## src/rtl/muldiv_ctrl_if.sv

```systemverilog
// rtl/muldiv_ctrl_if.sv - EX-side and mul/div unit signals of the mul/div sequencing controller
interface muldiv_ctrl_if;
  logic        op_valid_i;
  logic [2:0]  op_i;
  logic [31:0] opdata1_i;
  logic [31:0] opdata2_i;
  logic [63:0] hilo_i;
  logic        flush_i;
  logic        mul_start_o;
  logic        mul_signed_o;
  logic [31:0] mul_op1_o;
  logic [31:0] mul_op2_o;
  logic [63:0] mul_result_i;
  logic        mul_ready_i;
  logic        div_start_o;
  logic        div_signed_o;
  logic [31:0] div_op1_o;
  logic [31:0] div_op2_o;
  logic        div_annul_o;
  logic [63:0] div_result_i;
  logic        div_ready_i;
  logic        stallreq_o;
  logic [63:0] result_o;
  logic        result_valid_o;

  modport master (
    input  op_valid_i, op_i, opdata1_i, opdata2_i, hilo_i, flush_i,
    input  mul_result_i, mul_ready_i, div_result_i, div_ready_i,
    output mul_start_o, mul_signed_o, mul_op1_o, mul_op2_o,
    output div_start_o, div_signed_o, div_op1_o, div_op2_o, div_annul_o,
    output stallreq_o, result_o, result_valid_o
  );

  modport slave (
    output op_valid_i, op_i, opdata1_i, opdata2_i, hilo_i, flush_i,
    output mul_result_i, mul_ready_i, div_result_i, div_ready_i,
    input  mul_start_o, mul_signed_o, mul_op1_o, mul_op2_o,
    input  div_start_o, div_signed_o, div_op1_o, div_op2_o, div_annul_o,
    input  stallreq_o, result_o, result_valid_o
  );
endinterface

```

## src/rtl/muldiv_ctrl.sv

```systemverilog
// rtl/muldiv_ctrl.sv - sequences one mul/div/madd/msub op at a time onto the shared multiplier and divider
module muldiv_ctrl (
  input  logic         clk,
  input  logic         rst,
  muldiv_ctrl_if.master bus
);

  typedef enum logic [2:0] {
    S_IDLE,
    S_MUL_BUSY,
    S_ACCUM,
    S_DIV_BUSY,
    S_DONE,
    S_DRAIN
  } state_t;

  state_t      state_q;
  logic [2:0]  op_q;
  logic [31:0] opa_q;
  logic [31:0] opb_q;
  logic [63:0] hilo_q;
  logic [63:0] prod_q;
  logic [63:0] result_q;
  logic        mul_start_q;
  logic        div_start_q;
  logic        annul_q;
  logic        valid_q;
  logic [63:0] accum_d;

  // op_q[1] separates MSUB* from MADD* within the accumulate class
  assign accum_d = op_q[1] ? (hilo_q - prod_q) : (hilo_q + prod_q);

  always_ff @(posedge clk) begin
    if (rst) begin
      state_q     <= S_IDLE;
      op_q        <= '0;
      opa_q       <= '0;
      opb_q       <= '0;
      hilo_q      <= '0;
      prod_q      <= '0;
      result_q    <= '0;
      mul_start_q <= 1'b0;
      div_start_q <= 1'b0;
      annul_q     <= 1'b0;
      valid_q     <= 1'b0;
    end else begin
      annul_q <= 1'b0;
      valid_q <= 1'b0;
      if (bus.flush_i) begin
        result_q <= '0;
      end
      case (state_q)
        S_IDLE: begin
          if (bus.op_valid_i && !bus.flush_i) begin
            op_q   <= bus.op_i;
            opa_q  <= bus.opdata1_i;
            opb_q  <= bus.opdata2_i;
            hilo_q <= bus.hilo_i;
            if (bus.op_i[2] || !bus.op_i[1]) begin
              mul_start_q <= 1'b1;
              state_q     <= S_MUL_BUSY;
            end else if (bus.opdata2_i == 32'd0) begin
              result_q <= '0;
              valid_q  <= 1'b1;
              state_q  <= S_DONE;
            end else begin
              div_start_q <= 1'b1;
              state_q     <= S_DIV_BUSY;
            end
          end
        end
        S_MUL_BUSY: begin
          if (bus.mul_ready_i) begin
            mul_start_q <= 1'b0;
            if (bus.flush_i) begin
              state_q <= S_IDLE;
            end else if (op_q[2]) begin
              prod_q  <= bus.mul_result_i;
              state_q <= S_ACCUM;
            end else begin
              result_q <= bus.mul_result_i;
              valid_q  <= 1'b1;
              state_q  <= S_DONE;
            end
          end else if (bus.flush_i) begin
            // the multiplier counter only clears on completion, so start stays held
            state_q <= S_DRAIN;
          end
        end
        S_ACCUM: begin
          if (bus.flush_i) begin
            state_q <= S_IDLE;
          end else begin
            result_q <= accum_d;
            valid_q  <= 1'b1;
            state_q  <= S_DONE;
          end
        end
        S_DIV_BUSY: begin
          if (bus.flush_i) begin
            div_start_q <= 1'b0;
            annul_q     <= 1'b1;
            state_q     <= S_IDLE;
          end else if (bus.div_ready_i) begin
            div_start_q <= 1'b0;
            result_q    <= bus.div_result_i;
            valid_q     <= 1'b1;
            state_q     <= S_DONE;
          end
        end
        S_DONE: begin
          state_q <= S_IDLE;
        end
        S_DRAIN: begin
          if (bus.mul_ready_i) begin
            mul_start_q <= 1'b0;
            state_q     <= S_IDLE;
          end
        end
        default: begin
          state_q <= S_IDLE;
        end
      endcase
    end
  end

  assign bus.mul_start_o  = mul_start_q;
  assign bus.mul_signed_o = mul_start_q & ~op_q[0];
  assign bus.mul_op1_o    = opa_q;
  assign bus.mul_op2_o    = opb_q;
  assign bus.div_start_o  = div_start_q;
  assign bus.div_signed_o = div_start_q & ~op_q[0];
  assign bus.div_op1_o    = opa_q;
  assign bus.div_op2_o    = opb_q;
  assign bus.div_annul_o  = annul_q;
  assign bus.result_o     = result_q;
  // a flush arriving in the DONE cycle must still be able to kill the strobe
  assign bus.result_valid_o = valid_q & ~bus.flush_i;

  always_comb begin
    bus.stallreq_o = 1'b0;
    case (state_q)
      S_IDLE, S_DRAIN:                  bus.stallreq_o = bus.op_valid_i & ~bus.flush_i;
      S_MUL_BUSY, S_ACCUM, S_DIV_BUSY:  bus.stallreq_o = 1'b1;
      default:                          bus.stallreq_o = 1'b0;
    endcase
  end

endmodule

```

## src/flat_wrapper.sv

```systemverilog
// flat-port wrapper written by rule: the top's interface ports become plain ports
module muldiv_ctrl_flat 
  (clk, rst, bus_op_valid_i, bus_op_i, bus_opdata1_i, bus_opdata2_i, bus_hilo_i, bus_flush_i, bus_mul_result_i, bus_mul_ready_i, bus_div_result_i, bus_div_ready_i, bus_mul_start_o, bus_mul_signed_o, bus_mul_op1_o, bus_mul_op2_o, bus_div_start_o, bus_div_signed_o, bus_div_op1_o, bus_div_op2_o, bus_div_annul_o, bus_stallreq_o, bus_result_o, bus_result_valid_o);
  muldiv_ctrl_if bus_i ();
  input  logic clk;
  input  logic rst;
  input wire logic [$bits(bus_i.op_valid_i)-1:0] bus_op_valid_i;
  input wire logic [$bits(bus_i.op_i)-1:0] bus_op_i;
  input wire logic [$bits(bus_i.opdata1_i)-1:0] bus_opdata1_i;
  input wire logic [$bits(bus_i.opdata2_i)-1:0] bus_opdata2_i;
  input wire logic [$bits(bus_i.hilo_i)-1:0] bus_hilo_i;
  input wire logic [$bits(bus_i.flush_i)-1:0] bus_flush_i;
  input wire logic [$bits(bus_i.mul_result_i)-1:0] bus_mul_result_i;
  input wire logic [$bits(bus_i.mul_ready_i)-1:0] bus_mul_ready_i;
  input wire logic [$bits(bus_i.div_result_i)-1:0] bus_div_result_i;
  input wire logic [$bits(bus_i.div_ready_i)-1:0] bus_div_ready_i;
  output wire logic [$bits(bus_i.mul_start_o)-1:0] bus_mul_start_o;
  output wire logic [$bits(bus_i.mul_signed_o)-1:0] bus_mul_signed_o;
  output wire logic [$bits(bus_i.mul_op1_o)-1:0] bus_mul_op1_o;
  output wire logic [$bits(bus_i.mul_op2_o)-1:0] bus_mul_op2_o;
  output wire logic [$bits(bus_i.div_start_o)-1:0] bus_div_start_o;
  output wire logic [$bits(bus_i.div_signed_o)-1:0] bus_div_signed_o;
  output wire logic [$bits(bus_i.div_op1_o)-1:0] bus_div_op1_o;
  output wire logic [$bits(bus_i.div_op2_o)-1:0] bus_div_op2_o;
  output wire logic [$bits(bus_i.div_annul_o)-1:0] bus_div_annul_o;
  output wire logic [$bits(bus_i.stallreq_o)-1:0] bus_stallreq_o;
  output wire logic [$bits(bus_i.result_o)-1:0] bus_result_o;
  output wire logic [$bits(bus_i.result_valid_o)-1:0] bus_result_valid_o;
  assign bus_i.op_valid_i = bus_op_valid_i;
  assign bus_i.op_i = bus_op_i;
  assign bus_i.opdata1_i = bus_opdata1_i;
  assign bus_i.opdata2_i = bus_opdata2_i;
  assign bus_i.hilo_i = bus_hilo_i;
  assign bus_i.flush_i = bus_flush_i;
  assign bus_i.mul_result_i = bus_mul_result_i;
  assign bus_i.mul_ready_i = bus_mul_ready_i;
  assign bus_i.div_result_i = bus_div_result_i;
  assign bus_i.div_ready_i = bus_div_ready_i;
  assign bus_mul_start_o = bus_i.mul_start_o;
  assign bus_mul_signed_o = bus_i.mul_signed_o;
  assign bus_mul_op1_o = bus_i.mul_op1_o;
  assign bus_mul_op2_o = bus_i.mul_op2_o;
  assign bus_div_start_o = bus_i.div_start_o;
  assign bus_div_signed_o = bus_i.div_signed_o;
  assign bus_div_op1_o = bus_i.div_op1_o;
  assign bus_div_op2_o = bus_i.div_op2_o;
  assign bus_div_annul_o = bus_i.div_annul_o;
  assign bus_stallreq_o = bus_i.stallreq_o;
  assign bus_result_o = bus_i.result_o;
  assign bus_result_valid_o = bus_i.result_valid_o;
  muldiv_ctrl u_core (.clk(clk), .rst(rst), .bus(bus_i));
endmodule
```

## config.mk

```make
export PLATFORM = sky130hd
export DESIGN_NAME = muldiv_ctrl_flat
export DESIGN_NICKNAME = d
export VERILOG_FILES = /design/src/rtl/muldiv_ctrl_if.sv /design/src/rtl/muldiv_ctrl.sv /design/src/flat_wrapper.sv
export SDC_FILE = /design/constraint.sdc
export NUM_CORES = 1
export LEC_CHECK = 0
export ABC_AREA = 1
export ABC_CLOCK_PERIOD_IN_PS = 2800
export CORE_MARGIN = 3
export CORE_UTILIZATION = 46
export DETAILED_ROUTE_END_ITERATION = 6
export GPL_TIMING_DRIVEN = 0
export PLACE_DENSITY = 0.79
export SYNTH_ARGS = -nofsm -noshare
export SYNTH_HDL_FRONTEND = slang
export SYNTH_SLANG_ARGS = --single-unit
```

## constraint.sdc

```tcl
create_clock -name clk -period 2.8 [get_ports clk]
set_input_delay 0.7 -clock clk [delete_from_list [all_inputs] [get_ports clk]]
set_output_delay 0.7 -clock clk [all_outputs]
set_load 0.01 [all_outputs]
```

Yosys cells after proc, flatten, opt, wreduce, memory -nomap -nowiden
Index checks and enable logic that the tools add are counted.

cells by class
  add/subtract/negate cells = 2
  equality and inequality tests = 12
  mux-type cells = 46
  bitwise gates (word level) = 7
  reductions and logical operators = 17

operator list
  operator            number
  $mux 64             11
  $pmux 64 s4         1
  $add 64x64->64      1
  $sub 64x64->64      1
  $mux 3              11
  $logic_not 32->1    1
  $mux 1              18
  $pmux 3 s5          1
  $reduce_and 4->1    3
  $eq 3x2->1 const B  2
  $ne 2x1->1 const B  3
  $ne 2x2->1 const B  3
  $ne 3x3->1 const B  2
  $pmux 1 s2          3
  $reduce_or 2->1     3
  $reduce_and 5->1    1
  $and 1x1->1         4
  $pmux 1 s4          1
  $reduce_bool 2->1   2
  $eq 3x1->1 const B  1
  $eq 3x3->1 const B  1
  $logic_not 3->1     1
  $not 1->1           3
  $reduce_or 3->1     1
  4 further kinds     5

word-level totals
  flip-flop bits (word level) = 266
  input bits = 265
  output and inout bits = 199
  logic and storage cells = 95

Depth between registers and ports, before layout
  depth in word-level cells = 5
  depth in mapped cells = 27

Worst setup path after synthesis
No wires, ideal clock.

  kind = reg2reg
  start point = reg u_core.prod_q[0]
  end point = reg u_core.result_q[45], in the netlist u_core.bus.result_o[45]
  library setup time = 0.113 ns
  arrival = 2.953 ns
  path slack = -0.265 ns
  cell stages (with the launch flop) = 27
  path buffers = 0
  clock period less this slack = 3.065 ns
  cell sequence = dfxtp_1 inv_1 ha_1 nand3_2 nor2_4 inv_2 nor2_8 nand2_1 nor3_2 nand2_1 nand2_1 o21ai_1 xor2_1 ha_1 nand2_1 nor2_1 inv_1 nor2_1 nand2_1 nor3_2 nand2_1 nand3_1 nand2_1 nand3_1 nand2_1 nand2_1 nand2_1

on the way
  longest elaborated chain between the ends = 4
  elaborated cells between the ends (all ways) = 5
  classes of those cells = 2 x add/sub; 3 x mux

ends and longest elaborated chain
  element                                           RTL line            source
  from (decl)                                       muldiv_ctrl.sv:22   logic [63:0] prod_q;
  from (signal assigned)                            muldiv_ctrl.sv:78   prod_q <= bus.mul_result_i;
  $add 64x64->64 or $sub 64x64->64 (tied branches)  muldiv_ctrl.sv:31   assign accum_d = op_q[1] ? (hilo_q - prod_q) : (hilo_q + prod_q);
  $mux 64 *                                         muldiv_ctrl.sv:31
  $mux 64 *                                         muldiv_ctrl.sv:91   if (bus.flush_i) begin
  $pmux 64 s4 *                                     muldiv_ctrl.sv:52   case (state_q)
  to (signal assigned)                              muldiv_ctrl.sv:81   result_q <= bus.mul_result_i;
  to (signal assigned)                              muldiv_ctrl.sv:94   result_q <= accum_d;
  to (signal assigned)                              muldiv_ctrl.sv:106  result_q <= bus.div_result_i;
  to (decl)                                         muldiv_ctrl.sv:23   logic [63:0] result_q;

Mark *: on every way between the ends. The rest lies on a longest branch, timed or not.
A chain may end at the register's enable or synchronous reset.

Worst setup path in the final report
  start point = reg u_core.prod_q[0]
  end point = reg u_core.result_q[52], in the netlist u_core.bus.result_o[52]

The elaborated chain is that of the path after synthesis.

==> run summary <==
The run finished, with violations left. The final reports fail on DRC, setup timing. The share of cells above drive strength 1 was 0.2428; the number of pins with negative max-slew slack in the final report was 0. TritonCTS created 30 clock buffers.

The first detailed-routing pass ran for 7 iterations. Final hold slack: 0.4828 ns. The analysis attributes to cell leakage a power of 13.51 nW. After synthesis the netlist holds a flip-flop and latch count of 266. The endpoint identified for the worst register-to-register timing path is u_core.bus.result_o[52]$_SDFF_PP0_.

The root buffer cell chosen for the clock tree is clkbuf_16. The number of global-route vias before repair was 23340. The end point of the worst hold path was u_core.bus.result_o[2]$_SDFF_PP0_.

After routing the design area is 30220 sq um. The fraction of power spent switching nets was 0.5280; the number of setup violations in the final report was 56. The initial cell density of the core was 0.4671.

For this run, the number of Yosys warnings is 0. The number of nets still failing antenna checks after routing is 0, and the cell depth of the worst min-delay path is 2. In this run the critical register-to-register path is launched from u_core.prod_q[0]$_SDFFE_PP0P_.

STA classifies the critical path startpoint as a register. Routability-driven placement finished with a final weighted congestion of 1.050. Across the routed clock network, the largest skew measured is 0.03252 ns. The final layout contains routed wiring with a total length of 101800 microns. Row generation in the floorplan step produced 75 rows. For the pin with the worst max-slew slack, the measured transition is 1.072 ns. The launch instance of the worst min-delay path is u_core.bus.result_o[2]$_SDFF_PP0_. The number of enable flip-flop cells after synthesis was 0. Measured along the x axis, the die boundary spans 212.8 microns. The number of remaining DRC errors came out at 19. Setup repair after global routing could not meet its margin everywhere. The combinational share of power is 0.720. The worst setup path is captured at a register.

The tools report the internal power as 15.16 mW. The worst hold path belongs to the class register to register. TritonCTS built the clock tree. The maximum clock frequency came out at 268.9 MHz.

The run gives 0.147 as the part of the power in registers. The setup path with the least slack is of type register to register. After detailed routing, the number of vias per cell comes to 5.835.

For this run, the number of standard cells in the final layout without fillers is 4456. Among all flip-flop cells after synthesis, the most frequent one is dfxtp_1. The clock-pin slew on the worst setup and hold paths works out to 0.07 ns.

The core region area is 42130 sq um, and the number of antenna violations at the first check in global routing is 7. A synthesized cell averages 5.942 sq um. Counting I/O delays and the setup requirement, the final critical path takes 3.719 ns.

Input and output buffers added on the ports amount to 462. From bottom edge to top edge, the die measures 212.8 microns. The routed layout has 26000 vias.

The run gives -0.9192 ns as the post-layout worst setup margin. HPWL after detailed placement: 76610 microns. The clock reaches the later pin of the worst-skew pair after 0.62 ns. For this design, the CTS-stage hold fixing added 0 buffers.

In this run the power density over the cells is 1063 nW/um^2. The logs give 4221 for the net count of the finished layout and 0.2837 for the headroom to the max-slew limit. Along the worst path, the maximum fanout reaches 5. Count of endpoints failing hold in the final timing report: 0. For the clock net sink count, the log shows 266. The number of buffers on the longest clock path is 3. The arrival time of the worst setup path came out at 4.24 ns. Summed over all layers, the global routing overflow is 0. The async set-or-reset flop fraction in the synthesized netlist works out to 0. The fraction of the cycle the final worst path needs came out at 1.328.

The net count of the mapped netlist was 3642; the maximum ir drop on the vdd rail was 648.5 uV. The run gives 0.133 as the portion of total power attributed to the clock network. 464 I/O pins were placed.

Max-cap violations in this run came to 0. The share of synthesized area occupied by flip-flops and latches is 0.2706. The global-route usage over all layers was 0.4031. The detailed router finished its first iteration with 3305 violations. The die covers 45300 sq um. The slack of the worst reg-to-reg path was -0.92 ns. Once placement finished, the instance area stood at 25030 sq um. The worst-case reg-to-reg path depth was 23. At the worst endpoint, the required time is 3.32 ns. Entering global routing, the biggest net connects 17 pins. The combined area of all synthesized cells was 19680 sq um. The logs give 1 for the H-tree depth reported by CTS and 137500 microns for the wire length of the first global-routing pass. The average wire per standard cell was 22.85 microns. The synthesis-to-layout area growth was 53.54%. Synthesis produced 3312 cells.

The number of distinct library cells after synthesis is 51, and the cell count after placement is 4313. The tools report the total net switching power as 16.96 mW. The run gives 0.7172 as the core occupancy in the finished layout.
-- cells in the final DEF (no fill, tap or decap), types with 15 or more instances in the layout --
master and n:
dfxtp_1 251, inv_1 369, ha_1 22, o21ai_0 286, nand3_2 53, clkbuf_1 83
nand3_1 58, o21ai_2 15, nand2_1 541, buf_4 138, a221oi_1 18, nor2_2 53
xor2_1 32, a21oi_1 145, clkbuf_16 31, clkdlybuf4s50_1 461, nor2_4 51, nand3b_1 22
nand4_1 28, nand2_2 168, a21oi_2 55, ha_4 41, inv_2 80, o211ai_1 32
nand2_4 54, buf_6 18, a22oi_1 28, nand3_4 26, nor2_1 514, a21oi_4 17
buf_2 29
-- sequential cells by signal, indices dropped and copies added (netlist names) --
signal	cells
u_core.bus.mul_start_o	1
u_core.bus.div_op2_o	32
u_core.op_q	3
u_core.valid_q	1
u_core.hilo_q	64
u_core.bus.div_annul_o	1
u_core.prod_q	64
u_core.state_q	3
u_core.bus.result_o	64
u_core.bus.div_op1_o	32
u_core.bus.div_start_o	1
-- Yosys cell counts (4+ instances only) --
| cell | n | share of area |
|---|---|---|
| buf_1 | 4 | 0.00076 |
| o21ai_0 | 314 | 0.080 |
| xor2_1 | 50 | 0.022 |
| o21ai_1 | 8 | 0.0020 |
| nor4_1 | 5 | 0.0016 |
| nor2_1 | 605 | 0.12 |
| buf_2 | 29 | 0.0074 |
| a221oi_1 | 18 | 0.0080 |
| nor2_4 | 5 | 0.0029 |
| nor3_1 | 21 | 0.0053 |
| a31oi_1 | 7 | 0.0022 |
| ha_1 | 64 | 0.041 |
| nand3b_1 | 22 | 0.0084 |
| a22oi_1 | 28 | 0.011 |
| nor2_2 | 8 | 0.0025 |
| nand2_1 | 760 | 0.14 |
| dfxtp_1 | 266 | 0.27 |
| inv_2 | 14 | 0.0027 |
| a21oi_1 | 215 | 0.055 |
| nand3_1 | 132 | 0.034 |
| or2_2 | 6 | 0.0019 |
| xnor2_1 | 14 | 0.0062 |
| o211ai_1 | 32 | 0.012 |
| inv_1 | 441 | 0.084 |
| o2111ai_1 | 6 | 0.0027 |
| buf_4 | 69 | 0.026 |
| and2_1 | 4 | 0.0013 |
| nor3_2 | 5 | 0.0025 |
| clkbuf_1 | 86 | 0.016 |
| nand4_1 | 28 | 0.0089 |
| o21bai_1 | 7 | 0.0027 |
| nand2_2 | 5 | 0.0016 |
| nand3_2 | 5 | 0.0025 |
-- logic make-up after synthesis --
kind of cell | Yosys count | synth area share
XOR/XNOR | 64 | 0.02848
buffers and inverters | 644 | 0.1382
flip-flops | 266 | 0.2706
AND/OR/NAND/NOR | 1618 | 0.3370
AO/OA/AOI/OAI | 655 | 0.1841
adder cells (fa/ha/maj) | 65 | 0.04171
-- per-layer routing --
layer  track usage  routed length [microns]  vias to the layer above  part of all wire
met5             0                       26                        -           0.00026
met4        0.2285                     8436                        4             0.083
met3       0.09550                    11570                      552              0.11
met2        0.6642                    45580                     1868              0.45
met1        0.4827                    36210                    11900              0.36
li1              -                        -                    11680                 -
-- metrics by stage --
stage	setup slack [ns]	power (mW)	setup TNS (ns)
global placement	-1.282	19.47	-65.68
floorplan	-0.08808	14.51	-0.3912
detailed placement	-1.301	19.60	-67.15
finish	-0.9192	32.13	-37.29
global route	-1.051	33.58	-43.89
CTS	-0.7383	26.70	-29.99
-- critical path, stage by stage (launching register included) --
cell and delay [ns]:
dfxtp_2 0.33, inv_2 0.08, ha_4 0.15, nand3_4 0.07
nor2_4 0.17, inv_4 0.07, nor2_8 0.16, nand3_4 0.15
nand2_1 0.11, xor2_1 0.22, inv_2 0.10, ha_4 0.28
nand2_2 0.17, inv_1 0.06, nand2_1 0.07, nand2_1 0.10
inv_1 0.09, nand2_1 0.11, nand3b_1 0.42, nand2_1 0.22
nand3_1 0.09, nand2_1 0.10, nand3_4 0.13, a21oi_2 0.16
-- power groups by stage --
stage,Combinational (mW),Clock [mW],Sequential [mW]
2_1_floorplan,9.81,0,4.70
3_3_place_gp,14.8,0,4.72
3_5_place_dp,14.9,0,4.71
4_1_cts,17.8,4.23,4.66
5_1_grt,24.4,4.39,4.75
6_report,23.1,4.27,4.73
-- final cells by class --
type | count | area (sq um)
diodes | 5 | 12.51
plain buffers | 188 | 1065
clock buffers | 39 | 845.8
clock inverters | 14 | 186.4
fillers | 3426 | 11920
inverters | 455 | 1723
multi-input cells | 2402 | 15000
flip-flops and latches | 266 | 5346
well taps | 539 | 674.4
repair buffers | 548 | 5363
-- worst max-delay path by stage --
| stage | slack, ns | start | endpoint |
|---|---|---|---|
| 2_1_floorplan | -0.09 | u_core.prod_q[1]$_SDFFE_PP0P_ | u_core.bus.result_o[45]$_SDFF_PP0_ |
| 3_3_place_gp | -1.28 | u_core.prod_q[6]$_SDFFE_PP0P_ | u_core.bus.result_o[63]$_SDFF_PP0_ |
| 3_5_place_dp | -1.30 | u_core.prod_q[6]$_SDFFE_PP0P_ | u_core.bus.result_o[63]$_SDFF_PP0_ |
| 4_1_cts | -0.74 | u_core.prod_q[0]$_SDFFE_PP0P_ | u_core.bus.result_o[58]$_SDFF_PP0_ |
| 5_1_grt | -1.05 | u_core.prod_q[6]$_SDFFE_PP0P_ | u_core.bus.result_o[45]$_SDFF_PP0_ |
| 6_report | -0.92 | u_core.prod_q[0]$_SDFFE_PP0P_ | u_core.bus.result_o[52]$_SDFF_PP0_ |
-- timing repair --
| item | 4_1_cts | 5_1_grt |
|---|---|---|
| endpoints found under the setup margin | 64 | 60 |
| resized for setup | 399 | 520 |
| pin swaps | 102 | 219 |
| setup buffers | 47 | 42 |
Power figures use the tool's default switching activity.
